## src/rtl/fifo_wr_if.sv

```systemverilog
// Write-side FIFO bus: FIFO status flags in, write strobe/data and burst status out.
interface fifo_wr_if #(
  parameter int unsigned DATA_W = 8,
  parameter int unsigned CNT_W  = 9
);
  logic              almost_empty;
  logic              almost_full;
  logic              fifo_wr_en;
  logic [DATA_W-1:0] fifo_wr_data;
  logic              wr_busy;
  logic              burst_done;
  logic [CNT_W-1:0]  burst_len;

  // Controller side
  modport master (
    input  almost_empty,
    input  almost_full,
    output fifo_wr_en,
    output fifo_wr_data,
    output wr_busy,
    output burst_done,
    output burst_len
  );

  // FIFO / observer side
  modport slave (
    output almost_empty,
    output almost_full,
    input  fifo_wr_en,
    input  fifo_wr_data,
    input  wr_busy,
    input  burst_done,
    input  burst_len
  );
endinterface

```

## src/rtl/fifo_wr.sv

```systemverilog
// FIFO write controller: on almost-empty, settles for DLY_MAX+1 cycles, then
// writes an incrementing burst until almost-full and reports its length.
module fifo_wr #(
  parameter int unsigned DATA_W    = 8,
  parameter int unsigned CNT_W     = 9,
  parameter int unsigned DLY_MAX   = 10,
  parameter int unsigned START_VAL = 0
) (
  input  logic      sys_clk,
  input  logic      sys_rst_n,
  fifo_wr_if.master bus
);

  localparam int unsigned DLY_W = (DLY_MAX < 1) ? 1 : $clog2(DLY_MAX + 1);
  localparam logic [DLY_W-1:0]  DLY_TC  = DLY_W'(DLY_MAX);
  localparam logic [DATA_W-1:0] START_D = DATA_W'(START_VAL);
  localparam logic [CNT_W-1:0]  CNT_SAT = '1;

  typedef enum logic [3:0] {
    IDLE     = 4'b0001,
    WAIT_DLY = 4'b0010,
    WR_FIFO  = 4'b0100,
    WR_DONE  = 4'b1000
  } state_t;

  state_t            state_q;
  logic              ae_d0_q;
  logic              ae_d1_q;
  logic [DLY_W-1:0]  dly_cnt_q;
  logic [CNT_W-1:0]  wcnt_q;
  logic              wr_en_q;
  logic [DATA_W-1:0] wr_data_q;
  logic              busy_q;
  logic              done_q;
  logic [CNT_W-1:0]  len_q;

  // Two-flop synchroniser for the read-domain almost-empty flag
  always_ff @(posedge sys_clk or negedge sys_rst_n) begin
    if (!sys_rst_n) begin
      ae_d0_q <= 1'b0;
      ae_d1_q <= 1'b0;
    end else begin
      ae_d0_q <= bus.almost_empty;
      ae_d1_q <= ae_d0_q;
    end
  end

  // Burst state machine with registered outputs
  always_ff @(posedge sys_clk or negedge sys_rst_n) begin
    if (!sys_rst_n) begin
      state_q   <= IDLE;
      dly_cnt_q <= '0;
      wcnt_q    <= '0;
      wr_en_q   <= 1'b0;
      wr_data_q <= START_D;
      busy_q    <= 1'b0;
      done_q    <= 1'b0;
      len_q     <= '0;
    end else begin
      done_q <= 1'b0;
      case (state_q)
        IDLE: begin
          if (ae_d1_q) begin
            state_q   <= WAIT_DLY;
            busy_q    <= 1'b1;
            dly_cnt_q <= '0;
            wcnt_q    <= '0;
            wr_data_q <= START_D;
          end
        end
        WAIT_DLY: begin
          if (dly_cnt_q == DLY_TC) begin
            state_q   <= WR_FIFO;
            wr_en_q   <= 1'b1;
            dly_cnt_q <= '0;
          end else begin
            dly_cnt_q <= dly_cnt_q + 1'b1;
          end
        end
        WR_FIFO: begin
          // The write presented this cycle is accepted even when almost_full is seen
          if (wr_en_q && (wcnt_q != CNT_SAT)) begin
            wcnt_q <= wcnt_q + 1'b1;
          end
          if (bus.almost_full) begin
            state_q <= WR_DONE;
            wr_en_q <= 1'b0;
          end else begin
            wr_en_q   <= 1'b1;
            wr_data_q <= wr_data_q + 1'b1;
          end
        end
        WR_DONE: begin
          state_q <= IDLE;
          busy_q  <= 1'b0;
          done_q  <= 1'b1;
          len_q   <= wcnt_q;
        end
        default: begin
          state_q <= IDLE;
          busy_q  <= 1'b0;
          wr_en_q <= 1'b0;
        end
      endcase
    end
  end

  assign bus.fifo_wr_en   = wr_en_q;
  assign bus.fifo_wr_data = wr_data_q;
  assign bus.wr_busy      = busy_q;
  assign bus.burst_done   = done_q;
  assign bus.burst_len    = len_q;

endmodule

```

## src/flat_wrapper.sv

```systemverilog
// flat-port wrapper written by rule: the top's interface ports become plain ports
module fifo_wr_flat 
#(
  parameter int unsigned DATA_W    = 8,
  parameter int unsigned CNT_W     = 9,
  parameter int unsigned DLY_MAX   = 10,
  parameter int unsigned START_VAL = 0
)
  (sys_clk, sys_rst_n, bus_almost_empty, bus_almost_full, bus_fifo_wr_en, bus_fifo_wr_data, bus_wr_busy, bus_burst_done, bus_burst_len);
  fifo_wr_if #(.DATA_W(DATA_W), .CNT_W(CNT_W)) bus_i ();
  input  logic sys_clk;
  input  logic sys_rst_n;
  input wire logic [$bits(bus_i.almost_empty)-1:0] bus_almost_empty;
  input wire logic [$bits(bus_i.almost_full)-1:0] bus_almost_full;
  output wire logic [$bits(bus_i.fifo_wr_en)-1:0] bus_fifo_wr_en;
  output wire logic [$bits(bus_i.fifo_wr_data)-1:0] bus_fifo_wr_data;
  output wire logic [$bits(bus_i.wr_busy)-1:0] bus_wr_busy;
  output wire logic [$bits(bus_i.burst_done)-1:0] bus_burst_done;
  output wire logic [$bits(bus_i.burst_len)-1:0] bus_burst_len;
  assign bus_i.almost_empty = bus_almost_empty;
  assign bus_i.almost_full = bus_almost_full;
  assign bus_fifo_wr_en = bus_i.fifo_wr_en;
  assign bus_fifo_wr_data = bus_i.fifo_wr_data;
  assign bus_wr_busy = bus_i.wr_busy;
  assign bus_burst_done = bus_i.burst_done;
  assign bus_burst_len = bus_i.burst_len;
  fifo_wr #(.DATA_W(DATA_W), .CNT_W(CNT_W), .DLY_MAX(DLY_MAX), .START_VAL(START_VAL)) u_core (.sys_clk(sys_clk), .sys_rst_n(sys_rst_n), .bus(bus_i));
endmodule
```

## config.mk

```make
export PLATFORM = sky130hd
export DESIGN_NAME = fifo_wr_flat
export DESIGN_NICKNAME = d
export VERILOG_FILES = /design/src/rtl/fifo_wr_if.sv /design/src/rtl/fifo_wr.sv /design/src/flat_wrapper.sv
export SDC_FILE = /design/constraint.sdc
export NUM_CORES = 1
export LEC_CHECK = 0
export CAP_MARGIN = 0
export CORE_ASPECT_RATIO = 1.1
export CORE_MARGIN = 4
export CORE_UTILIZATION = 55
export CTS_BUF_LIST = sky130_fd_sc_hd__clkbuf_8
export DETAILED_ROUTE_END_ITERATION = 6
export GPL_ROUTABILITY_DRIVEN = 0
export PLACE_DENSITY = 0.88
export SYNTH_ARGS = -nofsm -noshare
export SYNTH_HDL_FRONTEND = slang
export SYNTH_SLANG_ARGS = --single-unit
```

## constraint.sdc

```tcl
create_clock -name sys_clk -period 2.3 [get_ports sys_clk]
set_clock_uncertainty 0.1 [all_clocks]
set_input_delay 0.23 -clock sys_clk [delete_from_list [all_inputs] [get_ports sys_clk]]
set_output_delay 0.23 -clock sys_clk [all_outputs]
set_load 0.01 [all_outputs]
```

Word-level counts from Yosys, hierarchy flattened:

Index checks and enable logic that the tools add are counted.
Widths: inputs -> output; s select.

* output and inout port bits: 20
* bits in registers: 39
* latch bits: 0
* bits of input ports: 4
* logic and storage cells: 56
* memories: 0
* bits in read-only memories: 0
* RAM bits: 0

* muxes and demuxes: 19
* equality and inequality tests: 11
* $lt $le $gt $ge: 0
* shift operators: 0
* bitwise operators: 2
* add/subtract/negate cells: 3
* multipliers: 0
* divide/modulo/power cells: 0
* reductions and logical operators: 11

Operators by type and width (count)
* $mux 4: 5
* $mux 9: 2
* $pmux 9 s2: 1
* $mux 8: 2
* $pmux 8 s2: 1
* $pmux 4 s3: 1
* $add 9x1->9 const B: 1
* $ne 9x9->1 const B: 1
* $reduce_and 3->1: 3
* $add 8x1->8 const B: 1
* $eq 4x4->1 const B: 2
* $pmux 4 s2: 1
* $ne 2x1->1 const B: 3
* $reduce_and 2->1: 3
* $add 4x1->4 const B: 1
* $eq 4x1->1 const B: 1
* $eq 4x2->1 const B: 1
* $eq 4x3->1 const B: 1
* $mux 1: 4
* $ne 2x2->1 const B: 2
* $reduce_bool 2->1: 2
* $reduce_or 2->1: 2
* $pmux 1 s3: 1
* $not 1->1: 2
* 2 further kinds: 2

Depth between registers and ports, before layout:

Gate-level depths: netlist of the first run.

* depth in word-level cells: 4
* gate-level depth with buffers: 8
* depth with buffers taken out: 8

Least setup slack after synthesis of the first run:

Ideal clock, no wire load.

* path kind: register to register
* from: register u_core.wcnt_q[0]
* to: register u_core.wcnt_q[6]
* stages on the path, launching flop included: 9
* library setup time: 0.078 ns
* period minus slack after synthesis: 1.938 ns
* slack: 0.362 ns
* arrival: 1.760 ns
* buffers on the path: 0
* data required time: 2.122 ns
* cell sequence: dfrtp_1 -> ha_1 -> nand3_1 -> nor2_1 -> ha_1 -> nand2b_1 -> or2_1 -> or3_1 -> a21oi_1

* word-level cells in the longest chain between the ends: 4
* elaborated cells on any way between the ends: 7
* those cells by class: add/sub: 1; eq/ne: 2; mux: 2; reduce/logical: 2

RTL lines
* from (decl): line fifo_wr.sv:30 `logic [CNT_W-1:0] wcnt_q;`
* from (signal assigned): line fifo_wr.sv:83 `wcnt_q <= wcnt_q + 1'b1;`
* parallel branches: the longest is 4 deep, another holds $add 9x1->9

Parallel ways; which one is timed is not known. The select of a mux whose other input is x is not followed.
A chain may end at the register's enable or synchronous reset.

Worst setup path after layout of the first run:

Same ends and word-level chain as after synthesis.

==> results of run 1 <==
-- how the worst min path moves through the flow --
stage	to	slack, ns	cells after the start
final	u_core.ae_d1_q	0.26	0
after global routing	u_core.ae_d1_q	0.27	0
after CTS	u_core.ae_d1_q	0.26	0
after detailed placement	u_core.ae_d1_q	0.24	0
after global placement	u_core.ae_d1_q	0.25	0
after floorplan	u_core.ae_d0_q	-0.17	0
-- cell type report --
| cell class | instances | area (um2) | share of cell area (%) |
|---|---|---|---|
| inverters | 5 | 18.77 | 0.8470 |
| flip-flops and latches | 39 | 977.2 | 44.10 |
| clock buffers | 5 | 68.82 | 3.106 |
| clock inverters | 3 | 12.51 | 0.5647 |
| repair buffers | 28 | 265.3 | 11.97 |
| well taps | 34 | 42.54 | 1.920 |
| multi-input cells | 123 | 830.8 | 37.49 |
-- registers in the layout (all words and copies together) (netlist names) --
signal and flops:
u_core.bus.burst_done 1, u_core.dly_cnt_q 4, u_core.bus.wr_busy 1, u_core.ae_d1_q 1, u_core.bus.burst_len 9, u_core.bus.fifo_wr_data 8, u_core.wcnt_q 9, u_core.ae_d0_q 1
u_core.state_q 4, u_core.bus.fifo_wr_en 1
-- cells in the mapped netlist (all sizes together) --
master and number:
nand2b 3, nor4 2, o21ai 6, nor3 8
or2 1, xnor2 10, a22o 2, ha 5
mux2 9, inv 5, o22ai 3, and3 1
buf 4, a21o 1, or4b 2, dfrtp 38
o32a 1, xor2 1, a21oi 3, a22oi 1
nand2 15, or3 1, and3b 1, dfstp 1
nor4b 4, a2111oi 1, nor2 21, a311o 1
o31ai 1, o21bai 1, nor3b 1, o2bb2ai 1
nand3b 2, clkbuf 4, o311a 1, nand3 9
mux2i 2, and2 2
-- metal layers --
metal | vias to the layer above | track usage [%] | share of wire (%)
met4 | 0 | 9.434 | 2.6
met1 | 658 | 24.40 | 44
met2 | 40 | 30.38 | 48
met5 | - | 0 | 0
li1 | 668 | - | -
met3 | 10 | 6.807 | 5.4
-- per-stage QoR --
stage / worst slack (ns) / instances / hold WS (ns)
CTS: 0.1325 / 237 / 0.2628
global placement: 0.2711 / 228 / 0.2470
detailed placement: 0.1494 / 228 / 0.2378
global route: 0.05868 / 237 / 0.2748
finish: 0.1383 / 237 / 0.2606
floorplan: 0.3622 / 175 / -0.1656
-- power by group --
part	total (mW)	internal [mW]	switching [mW]
Sequential	0.822	0.742	0.0798
Combinational	0.327	0.150	0.177
Clock	0.426	0.203	0.223
-- kinds of logic after synthesis --
kind of cell,count (synthesis)
and+or+nand+nor,73
DFF,39
AOI/OAI and AO/OA,23
buffers and inverters,13
xor gates and xnor gates,11
muxes,11
adders and majority gates,5
-- timing repair --
item / in CTS / in global routing
resized for setup: 0 / 2
hold buffers: 1 / 0
endpoints found under the hold margin: 38 / 0
endpoints found under the setup margin: 0 / 5
==> qor_table.md, run 1 <==
| Group | Item | Value |
| --- | --- | --- |
| routing | Detailed router's first-iteration violation count | 66 |
| routing | Drt pass-1 iters | 4 |
| synthesis | Cell type with the highest aggregate area in the netlist | dfrtp_1 |
| setup path | Delay of the slowest critical-path stage | 0.43 ns |
| timing | Setup repair after global routing missed its margin | no |
| setup path | Crit Path Max Fanout | 5 |
| floorplan | Area enclosed by the die boundary | 0.004368 mm2 |
| synthesis | Largest cells by area after synthesis | dfrtp_1, mux2_2, xnor2_1, nor2_1, ha_1 |
| setup path | Slowest stage cell on the critical path | dfrtp_1 |
| setup path | Origin of the worst setup path | u_core.wcnt_q[0] |
| timing | Worst Tran Pin Value | 0.8347 ns |
| setup path | Destination of the critical timing path | u_core.wcnt_q[6] |
| synthesis | Mux contribution to synthesized area | 6.541% |
| synthesis | Cell count after synthesis | 175 |
| clock tree | Number of buffers inserted during clock tree synthesis | 5 |
| setup path | Worst Path Class, Setup | flop to flop |
| final layout | Leading cell type in the layout, fill and taps excluded | dfrtp_1 |
| synthesis | Largest family of logic cells by synthesized area | simple AND/OR/NAND/NOR gates |
| setup path | Depth of the worst register-to-register path | 8 |
| placement | Hpwl dp | 2641 um |
| final layout | Commonest cells after routing, fill and taps aside | dfrtp_1, clkdlybuf4s50_1, nor2_1 |
| setup path | R2R Path Start | u_core.wcnt_q[0] |
| timing | Max Transition Viols Final | 0 |
| global routing | Global-route usage over all layers | 19.47% |
| final layout | Ant diodes | 0 |
| synthesis | Post-synthesis sequential area ratio | 52.66% |
| setup path | Cell type group with the largest total delay on the critical path | simple AND/OR/NAND/NOR gates |
| pwr | VDD IR-drop max | 506.9 uV |
| synthesis | Xor/xnor cell area share of the yosys netlist | 5.192% |
| synthesis | Basic-gate share of the synthesized area counting and, or, nand and nor cells | 20.43% |
| synthesis | Synthesized area per cell | 10.60 um2 |
| setup path | Total stage count of the critical path | 8 |
| final layout | Net count, final | 211 |
| synthesis | Yosys synthesis warning count | 0 |
| floorplan | Chip Width | 63.38 um |
| setup path | Critical path arrival | 2.28 ns |
| routing | Routed via count divided by cell count | 5.806 |
| clock tree | Clock transition at the register clock pins on the worst setup and hold paths after CTS | 0.07 ns |
| floorplan | Starting utilization of the core area | 58.85% |
| clock tree | Clock sink count | 39 |
| clock tree | CTS Root Buffer Type | clkbuf_8 |
| synthesis | Compound-Gate Fraction of Synth Area | 8.564% |
| clock tree | Post-CTS setup buffer count | 0 |
| setup path | Cell seen most often among critical-path stages | ha_1 |
| global routing | Antenna violations before repair | 0 |
| pwr | Standby leakage power | 0.9741 nW |
| pwr | Final Power | 1.575 mW |
| setup path | Reg2reg setup slack | 0.14 ns |
| global routing | Pin count of the biggest net entering global routing | 40 |
| routing | Post-detailed-route DRC marker count | 0 |
| timing | Setup violators final | 0 |
| routing | Wire length reported by the detailed router | 3709 um |
| final layout | Final instance area | 0.002216 mm2 |
| synthesis | Number of nets in the synthesized netlist | 184 |
| synthesis | Cell area after synthesis | 0.001856 mm2 |
| final layout | Core utilization of the finished layout | 70.28% |
| floorplan | Area of the core region | 0.003153 mm2 |
| timing | Final Critical Period | 2.162 ns |
| min path | Worst hold path type | flop to flop |
| global routing | First-pass GRT wire length | 6361 um |
| status | Status | completed |
| timing | Endpoints failing hold | 0 |
| setup path | Startpoint type of the worst setup path | flop |
| setup path | Buffers and inverters on the worst path | 0 |
| timing | Peak clock frequency supported by timing | 462.6 MHz |
| pwr | Ratio of total power to cell area | 710.8 mW/mm2 |
| final layout | Filler instances | 249 |
| placement | I/O Buffers | 23 |
| routing | Average wire length per cell after detail routing | 15.65 um |
| synthesis | Number of distinct standard cells referenced by the synthesized netlist | 41 |
| setup path | Setup crit end kind | flop |
| setup path | Critical path cell sequence | ha_1 > nand3_1 > nor2_1 > ha_1 > nand2b_1 > or2_1 > or3_1 > a21oi_2 |
| synthesis | Total of flip-flops plus latches after synthesis | 39 |
| min path | Hold Startpoint | u_core.ae_d0_q |
| floorplan | Placement Rows | 21 |
| placement | Post-place instance area | 0.002118 mm2 |
| timing | Final sum of negative setup slack | 0 ns |
| routing | Vias after detailed routing | 1,376 |
| global routing | Number of global-route vias before repair | 1,332 |
| setup path | End of the worst register-to-register path | u_core.wcnt_q[6] |
| synthesis | Area share of the largest cell type after synthesis | 51.25% |
| floorplan | I/O pin cnt | 24 |
| timing | Worst slew margin | 44.35% |
| job | Max-cap check violation count | 0 |
| timing | Fin crit share | 93.99% |
| final layout | Ratio of cells with drive above 1 in the final layout | 13.30% |
| setup path | Critical Path RT | 2.42 ns |
| synthesis | Synth Area in Adders | 3.372% |
| routing | Post-route ant nets | 0 |
| clock tree | Clk_lat worst skew | 0.29 ns |
| global routing | Total gr overflow | 0 |
| final layout | Layout-stage area growth over the synthesis result | 19.42% |
| floorplan | Height of the chip | 68.92 um |
| clock tree | Clock tree from TritonCTS | built |
| clock tree | Number of H-tree levels | 2 |
| clock tree | Clock buffer depth | 2 |
No activity file was read; power rests on OpenSTA's default activity.
==> run 2, diff against run 1 <==
--- a/config.mk
+++ b/config.mk
@@ -6,7 +6,7 @@
 export NUM_CORES = 1
 export LEC_CHECK = 0
 export CAP_MARGIN = 0
-export CORE_ASPECT_RATIO = 1.1
+export CORE_ASPECT_RATIO = 0.5
 export CORE_MARGIN = 4
 export CORE_UTILIZATION = 55
 export CTS_BUF_LIST = sky130_fd_sc_hd__clkbuf_8
==> run 2 against run 1 <==
  * Critical path depth fell by 4
  * First-iteration DRC count increased by 36%
  * Routed wire length increased by 9.9%
  * Sequential power hardly changed
  * Combinational power increased by 4%
  * Utilization grew 0.87 points
  * Register-to-register slack barely moved
  * Cell area increased by 0.11%
  * Sequential share of layout area barely moved
  * Largest cell class unchanged
==> qor_table.md, run 2 (synthesis results as in run 1) <==
| Group | Item | Value |
| --- | --- | --- |
| timing | Final Critical Period | 2.176 ns |
| clock tree | Post-CTS setup buffer count | 0 |
| timing | Worst Tran Pin Value | 0.8445 ns |
| routing | Wire length reported by the detailed router | 4076 um |
| final layout | Net count, final | 210 |
| clock tree | Clock tree from TritonCTS | built |
| placement | I/O Buffers | 23 |
| timing | Worst slew margin | 43.70% |
| job | Max-cap check violation count | 0 |
| pwr | VDD IR-drop max | 530.1 uV |
| setup path | Slowest stage cell on the critical path | dfstp_2 |
| clock tree | Clk_lat worst skew | 0.29 ns |
| global routing | Antenna violations before repair | 0 |
| setup path | Crit Path Max Fanout | 11 |
| final layout | Filler instances | 234 |
| clock tree | Number of H-tree levels | 2 |
| timing | Peak clock frequency supported by timing | 459.5 MHz |
| floorplan | Placement Rows | 14 |
| routing | Detailed router's first-iteration violation count | 90 |
| global routing | Pin count of the biggest net entering global routing | 40 |
| setup path | End of the worst register-to-register path | u_core.bus.fifo_wr_data[6] |
| placement | Hpwl dp | 2722 um |
| clock tree | Number of buffers inserted during clock tree synthesis | 5 |
| global routing | Global-route usage over all layers | 20.41% |
| setup path | Setup crit end kind | flop |
| setup path | Delay of the slowest critical-path stage | 0.64 ns |
| floorplan | Starting utilization of the core area | 59.51% |
| pwr | Ratio of total power to cell area | 734.9 mW/mm2 |
| final layout | Commonest cells after routing, fill and taps aside | dfrtp_1, clkdlybuf4s50_1, nor2_1 |
| setup path | Reg2reg setup slack | 0.12 ns |
| routing | Average wire length per cell after detail routing | 16.91 um |
| final layout | Core utilization of the finished layout | 71.15% |
| setup path | Worst Path Class, Setup | flop to flop |
| global routing | Total gr overflow | 0 |
| setup path | Critical path cell sequence | nor4b_1 > nand2_1 > a2111oi_0 > a311o_1 |
| final layout | Layout-stage area growth over the synthesis result | 19.56% |
| routing | Post-detailed-route DRC marker count | 0 |
| routing | Drt pass-1 iters | 4 |
| clock tree | CTS Root Buffer Type | clkbuf_8 |
| global routing | First-pass GRT wire length | 7100 um |
| clock tree | Clock buffer depth | 2 |
| setup path | Critical Path RT | 2.43 ns |
| floorplan | Chip Width | 90.14 um |
| status | Status | completed |
| final layout | Ratio of cells with drive above 1 in the final layout | 12.94% |
| placement | Post-place instance area | 0.002118 mm2 |
| clock tree | Clock sink count | 39 |
| setup path | Critical path arrival | 2.31 ns |
| timing | Setup repair after global routing missed its margin | no |
| min path | Worst hold path type | flop to flop |
| floorplan | Height of the chip | 49.07 um |
| setup path | Startpoint type of the worst setup path | flop |
| floorplan | I/O pin cnt | 24 |
| setup path | R2R Path Start | u_core.state_q[0] |
| routing | Routed via count divided by cell count | 5.876 |
| timing | Setup violators final | 0 |
| floorplan | Area of the core region | 0.003118 mm2 |
| global routing | Number of global-route vias before repair | 1,436 |
| timing | Endpoints failing hold | 0 |
| setup path | Depth of the worst register-to-register path | 4 |
| pwr | Standby leakage power | 0.9658 nW |
| routing | Post-route ant nets | 0 |
| timing | Final sum of negative setup slack | 0 ns |
| final layout | Ant diodes | 0 |
| final layout | Leading cell type in the layout, fill and taps excluded | dfrtp_1 |
| routing | Vias after detailed routing | 1,416 |
| timing | Fin crit share | 94.61% |
| timing | Max Transition Viols Final | 0 |
| setup path | Origin of the worst setup path | u_core.state_q[0] |
| floorplan | Area enclosed by the die boundary | 0.004423 mm2 |
| clock tree | Clock transition at the register clock pins on the worst setup and hold paths after CTS | 0.07 ns |
| final layout | Final instance area | 0.002218 mm2 |
| setup path | Destination of the critical timing path | u_core.bus.fifo_wr_data[6] |
## run 2: cell count changes in the layout (fill, tap and decap cells not counted), sizes merged
cell	previous run	this run
inv	7	5
clkbuf	5	6
buf	5	4
## run 2: critical path: cells and delay by family, from the launching register on
kind	cells	cell delay (ns)
AND/OR/NAND/NOR	2	0.68
flip-flops	1	0.64
AO/OA/AOI/OAI	2	0.69
## run 2: area by class of cell
class	count	area, um2	share of cell area (%)
clock buffers	6	82.58	3.723
repair buffers	27	257.7	11.62
flip-flops and latches	39	977.2	44.05
clock inverters	1	5.005	0.2256
well taps	40	50.05	2.256
multi-input cells	123	827.0	37.28
inverters	5	18.77	0.8460
## run 2: worst min path at each step
| stage | start | endpoint | slack, ns | cells after the start |
|---|---|---|---|---|
| finish | u_core.ae_d0_q | u_core.ae_d1_q | 0.26 | 0 |
| global route | bus_almost_empty | u_core.ae_d0_q | 0.28 | 1 |
| CTS | u_core.ae_d0_q | u_core.ae_d1_q | 0.27 | 0 |
| detailed placement | u_core.ae_d0_q | u_core.ae_d1_q | 0.24 | 0 |
| global placement | u_core.ae_d0_q | u_core.ae_d1_q | 0.24 | 0 |
| floorplan | sys_rst_n | u_core.ae_d0_q | -0.17 | 0 |
## run 2: stage by stage
stage / instances / power, mW / hold slack (ns) / setup slack [ns]
finish: 241 / 1.630 / 0.2582 / 0.1239
global route: 241 / 1.726 / 0.2849 / 0.03031
global placement: 233 / 1.118 / 0.2430 / 0.2764
detailed placement: 233 / 1.145 / 0.2449 / 0.1613
CTS: 241 / 1.633 / 0.2653 / 0.1461
floorplan: 175 / 1.040 / -0.1656 / 0.3622
## run 2: power by group
part           leakage, nW  switching (mW)  internal (mW)
Clock               0.0470           0.235          0.235
Combinational        0.387           0.200          0.140
Sequential           0.531          0.0775          0.742
## run 2: what timing repair did
item	CTS	global route
resized for setup	0	1
hold buffers	1	0
setup endpoints to repair	0	2
hold endpoints to repair	38	0
## run 2: per-layer routing
| layer | up-vias | track usage (%) | routed length [um] |
|---|---|---|---|
| met2 | 37 | 33.99 | 2041 |
| met1 | 708 | 25.35 | 1766 |
| met4 | 0 | 9.645 | 98 |
| li1 | 662 | - | - |
| met3 | 9 | 4.931 | 170 |
| met5 | - | 0 | 0 |
